**src/rtl/cpu_ctrl_pkg.sv**
```systemverilog
// Shared constants for the hard-wired CPU control unit: opcodes, FSM states,
// instruction classes and the bit positions of every control output vector.
package cpu_ctrl_pkg;

  localparam logic [4:0] OP_LD   = 5'b00000;
  localparam logic [4:0] OP_ADD  = 5'b00011;
  localparam logic [4:0] OP_SUB  = 5'b00100;
  localparam logic [4:0] OP_AND  = 5'b00101;
  localparam logic [4:0] OP_OR   = 5'b00110;
  localparam logic [4:0] OP_ROR  = 5'b00111;
  localparam logic [4:0] OP_ROL  = 5'b01000;
  localparam logic [4:0] OP_SHR  = 5'b01001;
  localparam logic [4:0] OP_SHRA = 5'b01010;
  localparam logic [4:0] OP_SHL  = 5'b01011;
  localparam logic [4:0] OP_ADDI = 5'b01100;
  localparam logic [4:0] OP_ANDI = 5'b01101;
  localparam logic [4:0] OP_ORI  = 5'b01110;
  localparam logic [4:0] OP_DIV  = 5'b01111;
  localparam logic [4:0] OP_MUL  = 5'b10000;
  localparam logic [4:0] OP_NEG  = 5'b10001;
  localparam logic [4:0] OP_NOT  = 5'b10010;
  localparam logic [4:0] OP_IN   = 5'b10110;
  localparam logic [4:0] OP_OUT  = 5'b10111;
  localparam logic [4:0] OP_MFLO = 5'b11000;
  localparam logic [4:0] OP_MFHI = 5'b11001;
  localparam logic [4:0] OP_NOP  = 5'b11010;
  localparam logic [4:0] OP_HALT = 5'b11011;

  localparam logic [3:0] S_RST  = 4'd0;
  localparam logic [3:0] S_T0   = 4'd1;
  localparam logic [3:0] S_T1   = 4'd2;
  localparam logic [3:0] S_T2   = 4'd3;
  localparam logic [3:0] S_T3   = 4'd4;
  localparam logic [3:0] S_T4   = 4'd5;
  localparam logic [3:0] S_T5   = 4'd6;
  localparam logic [3:0] S_T6   = 4'd7;
  localparam logic [3:0] S_HALT = 4'd8;

  typedef enum logic [3:0] {
    CLS_ILLEGAL, CLS_RTYPE, CLS_IMM, CLS_MULDIV, CLS_UNARY,
    CLS_MFLO, CLS_MFHI, CLS_IN, CLS_OUT, CLS_NOP, CLS_HALT
  } op_class_e;

  // bus_src bit positions
  localparam int B_HIOUT = 10, B_LOOUT = 9, B_ZHIGHOUT = 8, B_ZLOWOUT = 7;
  localparam int B_PCOUT = 6, B_IROUT = 5, B_MDROUT = 4, B_INOUT = 3;
  localparam int B_COUT = 2, B_YOUT = 1, B_MAROUT = 0;
  // reg_ctl bit positions
  localparam int R_GRA = 5, R_GRB = 4, R_GRC = 3, R_RIN = 2, R_ROUT = 1, R_BAOUT = 0;
  // ld_en bit positions
  localparam int L_HIIN = 9, L_LOIN = 8, L_PCIN = 7, L_IRIN = 6, L_ZIN = 5;
  localparam int L_YIN = 4, L_MARIN = 3, L_MDRIN = 2, L_CONIN = 1, L_OUTPIN = 0;
  // alu_op bit positions
  localparam int A_AND = 12, A_OR = 11, A_ADD = 10, A_SUB = 9, A_MUL = 8, A_DIV = 7;
  localparam int A_SHR = 6, A_SHRA = 5, A_SHL = 4, A_ROR = 3, A_ROL = 2, A_NEG = 1, A_NOT = 0;
  // mem_ctl bit positions
  localparam int M_READ = 3, M_INCPC = 2, M_READMEM = 1, M_WRITEMEM = 0;

endpackage

```
**src/rtl/op_class_decode.sv**
```systemverilog
// Purely combinational opcode decoder: instruction class plus the one-hot ALU
// operation that the class's execute step presents to the ALU.
module op_class_decode
  import cpu_ctrl_pkg::*;
(
  input  logic [4:0]  opcode_i,
  output op_class_e   cls_o,
  output logic [12:0] alu_op_o
);

  always_comb begin
    cls_o    = CLS_ILLEGAL;
    alu_op_o = 13'b0;
    case (opcode_i)
      OP_ADD:  begin cls_o = CLS_RTYPE;  alu_op_o[A_ADD]  = 1'b1; end
      OP_SUB:  begin cls_o = CLS_RTYPE;  alu_op_o[A_SUB]  = 1'b1; end
      OP_AND:  begin cls_o = CLS_RTYPE;  alu_op_o[A_AND]  = 1'b1; end
      OP_OR:   begin cls_o = CLS_RTYPE;  alu_op_o[A_OR]   = 1'b1; end
      OP_ROR:  begin cls_o = CLS_RTYPE;  alu_op_o[A_ROR]  = 1'b1; end
      OP_ROL:  begin cls_o = CLS_RTYPE;  alu_op_o[A_ROL]  = 1'b1; end
      OP_SHR:  begin cls_o = CLS_RTYPE;  alu_op_o[A_SHR]  = 1'b1; end
      OP_SHRA: begin cls_o = CLS_RTYPE;  alu_op_o[A_SHRA] = 1'b1; end
      OP_SHL:  begin cls_o = CLS_RTYPE;  alu_op_o[A_SHL]  = 1'b1; end
      OP_ADDI: begin cls_o = CLS_IMM;    alu_op_o[A_ADD]  = 1'b1; end
      OP_ANDI: begin cls_o = CLS_IMM;    alu_op_o[A_AND]  = 1'b1; end
      OP_ORI:  begin cls_o = CLS_IMM;    alu_op_o[A_OR]   = 1'b1; end
      OP_DIV:  begin cls_o = CLS_MULDIV; alu_op_o[A_DIV]  = 1'b1; end
      OP_MUL:  begin cls_o = CLS_MULDIV; alu_op_o[A_MUL]  = 1'b1; end
      OP_NEG:  begin cls_o = CLS_UNARY;  alu_op_o[A_NEG]  = 1'b1; end
      OP_NOT:  begin cls_o = CLS_UNARY;  alu_op_o[A_NOT]  = 1'b1; end
      OP_MFLO: cls_o = CLS_MFLO;
      OP_MFHI: cls_o = CLS_MFHI;
      OP_IN:   cls_o = CLS_IN;
      OP_OUT:  cls_o = CLS_OUT;
      OP_NOP:  cls_o = CLS_NOP;
      OP_HALT: cls_o = CLS_HALT;
      default: cls_o = CLS_ILLEGAL;
    endcase
  end

endmodule

```
**src/rtl/control_unit.sv**
```systemverilog
// Hard-wired T-step control unit: fetch T0..T2, class-driven execute T3..T6,
// HALT sink left only by reset. Outputs are Moore-decoded from state and opcode.
module control_unit
  import cpu_ctrl_pkg::*;
(
  input  logic        clk,
  input  logic        reset,
  input  logic [31:0] ir,
  output logic [10:0] bus_src,
  output logic [5:0]  reg_ctl,
  output logic [9:0]  ld_en,
  output logic [12:0] alu_op,
  output logic [3:0]  mem_ctl,
  output logic        con_reset,
  output logic        run,
  output logic        illegal
);

  logic [3:0]  state_q, state_d;
  op_class_e   cls_s;
  logic [12:0] alu_s;
  logic        unused_ir_s;

  // Register fields are consumed by the datapath's select logic, not here.
  assign unused_ir_s = ^ir[26:0];

  op_class_decode u_dec (
    .opcode_i (ir[31:27]),
    .cls_o    (cls_s),
    .alu_op_o (alu_s)
  );

  always_ff @(posedge clk) begin
    if (reset) state_q <= S_RST;
    else       state_q <= state_d;
  end

  always_comb begin
    state_d = S_RST;
    case (state_q)
      S_RST:  state_d = S_T0;
      S_T0:   state_d = S_T1;
      S_T1:   state_d = S_T2;
      S_T2: begin
        if (cls_s == CLS_NOP)       state_d = S_T0;
        else if (cls_s == CLS_HALT) state_d = S_HALT;
        else                        state_d = S_T3;
      end
      S_T3: begin
        if (cls_s == CLS_RTYPE || cls_s == CLS_IMM || cls_s == CLS_MULDIV || cls_s == CLS_UNARY)
          state_d = S_T4;
        else
          state_d = S_T0;
      end
      S_T4:   state_d = (cls_s == CLS_UNARY) ? S_T0 : S_T5;
      S_T5:   state_d = (cls_s == CLS_MULDIV) ? S_T6 : S_T0;
      S_T6:   state_d = S_T0;
      S_HALT: state_d = S_HALT;
      default: state_d = S_RST;
    endcase
  end

  always_comb begin
    bus_src   = 11'b0;
    reg_ctl   = 6'b0;
    ld_en     = 10'b0;
    alu_op    = 13'b0;
    mem_ctl   = 4'b0;
    con_reset = 1'b0;
    run       = 1'b1;
    illegal   = 1'b0;
    case (state_q)
      S_RST: con_reset = 1'b1;
      S_T0: begin mem_ctl[M_INCPC] = 1'b1; ld_en[L_MARIN] = 1'b1; ld_en[L_PCIN] = 1'b1; end
      S_T1: begin ld_en[L_MDRIN] = 1'b1; mem_ctl[M_READ] = 1'b1; mem_ctl[M_READMEM] = 1'b1; end
      S_T2: begin bus_src[B_MDROUT] = 1'b1; ld_en[L_IRIN] = 1'b1; mem_ctl[M_READ] = 1'b1; end
      S_T3: begin
        case (cls_s)
          CLS_RTYPE, CLS_IMM: begin reg_ctl[R_GRB] = 1'b1; reg_ctl[R_ROUT] = 1'b1; ld_en[L_YIN] = 1'b1; end
          CLS_MULDIV: begin reg_ctl[R_GRA] = 1'b1; reg_ctl[R_ROUT] = 1'b1; ld_en[L_YIN] = 1'b1; end
          CLS_UNARY: begin
            reg_ctl[R_GRB] = 1'b1; reg_ctl[R_ROUT] = 1'b1; alu_op = alu_s; ld_en[L_ZIN] = 1'b1;
          end
          CLS_MFLO: begin bus_src[B_LOOUT] = 1'b1; reg_ctl[R_GRA] = 1'b1; reg_ctl[R_RIN] = 1'b1; end
          CLS_MFHI: begin bus_src[B_HIOUT] = 1'b1; reg_ctl[R_GRA] = 1'b1; reg_ctl[R_RIN] = 1'b1; end
          CLS_IN:   begin bus_src[B_INOUT] = 1'b1; reg_ctl[R_GRA] = 1'b1; reg_ctl[R_RIN] = 1'b1; end
          CLS_OUT:  begin reg_ctl[R_GRA] = 1'b1; reg_ctl[R_ROUT] = 1'b1; ld_en[L_OUTPIN] = 1'b1; end
          CLS_ILLEGAL: illegal = 1'b1;
          default: illegal = 1'b0;
        endcase
      end
      S_T4: begin
        case (cls_s)
          CLS_RTYPE: begin
            reg_ctl[R_GRC] = 1'b1; reg_ctl[R_ROUT] = 1'b1; alu_op = alu_s; ld_en[L_ZIN] = 1'b1;
          end
          CLS_IMM: begin bus_src[B_COUT] = 1'b1; alu_op = alu_s; ld_en[L_ZIN] = 1'b1; end
          CLS_MULDIV: begin
            reg_ctl[R_GRB] = 1'b1; reg_ctl[R_ROUT] = 1'b1; alu_op = alu_s; ld_en[L_ZIN] = 1'b1;
          end
          CLS_UNARY: begin bus_src[B_ZLOWOUT] = 1'b1; reg_ctl[R_GRA] = 1'b1; reg_ctl[R_RIN] = 1'b1; end
          default: alu_op = 13'b0;
        endcase
      end
      S_T5: begin
        case (cls_s)
          CLS_RTYPE, CLS_IMM: begin
            bus_src[B_ZLOWOUT] = 1'b1; reg_ctl[R_GRA] = 1'b1; reg_ctl[R_RIN] = 1'b1;
          end
          CLS_MULDIV: begin bus_src[B_ZLOWOUT] = 1'b1; ld_en[L_LOIN] = 1'b1; end
          default: alu_op = 13'b0;
        endcase
      end
      S_T6: begin
        if (cls_s == CLS_MULDIV) begin
          bus_src[B_ZHIGHOUT] = 1'b1; ld_en[L_HIIN] = 1'b1;
        end else begin
          bus_src = 11'b0;
        end
      end
      S_HALT: run = 1'b0;
      default: run = 1'b1;
    endcase
  end

endmodule

```
**config.mk**
```make
export PLATFORM = sky130hd
export DESIGN_NAME = control_unit
export DESIGN_NICKNAME = d
export VERILOG_FILES = /design/src/rtl/cpu_ctrl_pkg.sv /design/src/rtl/op_class_decode.sv /design/src/rtl/control_unit.sv
export SDC_FILE = /design/constraint.sdc
export NUM_CORES = 1
export LEC_CHECK = 0
export CAP_MARGIN = 5
export CORE_UTILIZATION = 28
export CTS_CLUSTER_SIZE = 40
export DETAILED_ROUTE_END_ITERATION = 12
export GPL_ROUTABILITY_DRIVEN = 0
export PLACE_DENSITY = 0.75
export SYNTH_ARGS = -nofsm -noshare
export SYNTH_HDL_FRONTEND = slang
export SYNTH_SLANG_ARGS = --single-unit
```
**constraint.sdc**
```tcl
create_clock -name clk -period 1.8 [get_ports clk]
set_clock_uncertainty 0.05 [all_clocks]
set_input_delay 0.36 -clock clk [delete_from_list [all_inputs] [get_ports clk]]
set_output_delay 0.36 -clock clk [all_outputs]
set_load 0.005 [all_outputs]
```
==> metrics.txt, run 1 <==
outcome=complete, but fails checks; violated checks=setup timing; RSZ-0062 raised after global routing=yes; asr flop ratio synth=0%; first-pass GRT wire length=6975 µm; H-Tree Depth=1; fin util=77.73%; mux cell area share after synthesis=1.125%; cell row count=20; synthesized netlist cell count=143; GR Overflow Total=0; mean area per synthesized cell=6.221 µm²; Layout Nets=310; critical path data arrival time=1.88 ns; EDFF count, synth=0; CP Launch Type=register; Port-buffer cells=46; core footprint=3028 µm²; vias in the first global route=1,424; top-count cell post-synth=nor2_1; hold buffers post-CTS=0; Static Leak=1.133 nW; Die Height=58.37 µm; CTS max path bufs=2; final hold violations=0; GRT Overall Usage=26.63%; Post-Route WL=5622 µm; Avg Vias per Cell=5.494; post-synthesis xor/xnor area fraction=0.9845%; Synth Register Bits=4; top_reg_cell synth=dfxtp_1; cts bufs inserted=3; Worst Hold Margin=0.6412 ns; top post-synthesis cells by area=buf_4, dfxtp_1, nor2_1, o21ai_0, nand2_1; DIE AREA=3406 µm²; Tightest Hold Check Type=reg -> reg; largest net degree at the start of global routing=12; Syn-to-layout area delta=164.6%; Adder-Cell Fraction of Synth Area=0%; Die Wd=58.37 µm; largest family of logic cells by synthesized area=simple AND/OR/NAND/NOR gates; compound-gate portion of the synthesized area=22.08%; Reg clk slew, reported paths=0.04 ns; via count=1,747; Sink Count=4; Synth top area share=10.13%; synth unique cells=42; Synth top cells by count=nor2_1, buf_4, nand2_1, o21ai_0; fmax=0.4374 GHz; dpl hpwl=2578 µm; Ant. Diodes=0; Initial Util=29.38%; Synth Area in Simple Gates=48.52%; worst path required time=1.39 ns; clock period minus worst slack=2.286 ns; Top Ports=81; final worst-path cycle share=127.0%; Initial DRT Pass Iterations=7; final setup vio count=34; Regs by FF count=state_q x4; post-route setup slack=-0.4863 ns; Worst setup EP type=output port; worst-path maximum fanout=3; final instance area=2354 µm²; VDD IR max=251.2 µV; initial antenna violation count=0; Max-cap violations=0; Reg with most FFs=state_q; Avg WL per Cell=17.68 µm; Clock Latency Late Sink=0.24 ns; Yosys top cell by area=buf_4; Root Driver=clkbuf_4; critical path class=reg -> out; mapped cell area=889.6 µm²; placed cell area=1683 µm²; Largest register FFs=4; pwr/cell area=328.7 nW/µm²; Routed Antenna Nets=0; Iter 0 DRT Violations=83; layout cells sized above 1=72.99%; sequential area share after synthesis=9.001%; drt drc=0; CTS tree=built; Final Slew Violations=0; Syn. warnings=0
-- final timing paths --
path	startpoint	to	slack [ns]	cells after the start
worst max-delay path	state_q[3]$_SDFF_PP0_	alu_op[1]	-0.49	7
worst min-delay path	state_q[3]$_SDFF_PP0_	state_q[3]$_SDFF_PP0_	0.64	3
worst max register to register	state_q[3]$_SDFF_PP0_	state_q[2]$_SDFF_PP0_	-0.10	11
worst min register to register	state_q[3]$_SDFF_PP0_	state_q[3]$_SDFF_PP0_	0.64	3
-- worst max-delay path: stages (launching register included) --
cell and delay [ns]:
dfxtp_2 0.32, nand2b_4 0.15, or3_4 0.36, nor3_4 0.17, a22oi_2 0.11, buf_4 0.16, nor4b_4 0.22, buf_2 0.15
-- report_power, final --
part | leakage (nW) | total (W) | internal (W) | switching, W
Clock | 0.0138 | 0.000120 | 0.0000751 | 0.0000449
Combinational | 1.08 | 0.000546 | 0.000285 | 0.000261
Sequential | 0.0341 | 0.000107 | 0.0000984 | 0.00000888
-- stage by stage --
| step | TNS, ns | total power (W) | worst slack [ns] | cells |
|---|---|---|---|---|
| 2_1_floorplan | -0.09095 | 0.0002782 | -0.07953 | 149 |
| 5_1_grt | -11.73 | 0.0008065 | -0.5776 | 318 |
| 6_report | -9.793 | 0.0007736 | -0.4863 | 318 |
| 3_3_place_gp | -27.80 | 0.0004412 | -1.152 | 268 |
| 3_5_place_dp | -28.05 | 0.0004453 | -1.146 | 268 |
| 4_1_cts | -6.441 | 0.0006538 | -0.4802 | 298 |
-- repair_timing --
| item | CTS | global route |
|---|---|---|
| pin swaps | 25 | 21 |
| gates resized for setup | 236 | 45 |
| buffers inserted | 28 | 24 |
| setup endpoints to repair | 42 | 38 |
-- layout make-up --
type / count / area [µm²]
Tap cell: 44 / 55.05
Sequential cell: 4 / 83.83
Fill cell: 173 / 674.4
Inverter: 7 / 31.28
Clock buffer: 3 / 22.52
Timing Repair Buffer: 142 / 1121
Multi-Input combinational cell: 118 / 1040
-- kinds of logic (layout without fill, tap and decap cells) --
logic type,Yosys count,in the layout
buf+inv,27,152
simple gates,77,77
flops,4,4
compound gates,32,32
xor+xnor,1,1
other cells,1,7
mux,1,1
-- routing by layer --
| layer | share of wire, % | track usage [%] |
|---|---|---|
| met1 | 41 | 36.25 |
| met2 | 48 | 45.65 |
| met3 | 8.1 | 1.538 |
| met4 | 3.1 | 7.483 |
| met5 | 0 | 0 |
-- layout by cell type (no fill, tap or decap), types with 5 or more instances in the layout --
cell type	n
nor2_1	11
buf_4	72
buf_2	32
o21ai_2	5
nand2_1	8
nor4_4	6
nand3_1	5
a21oi_1	5
conb_1	7
o21ai_0	6
buf_6	27
Power figures use the tool's default switching activity.
==> run 2, diff against run 1 <==
ABC_AREA = 0   (was default)
SLEW_MARGIN = 20   (was default)
==> results of run 2 <==
The final DEF is identical to that of run 1; final timing and power are the same.
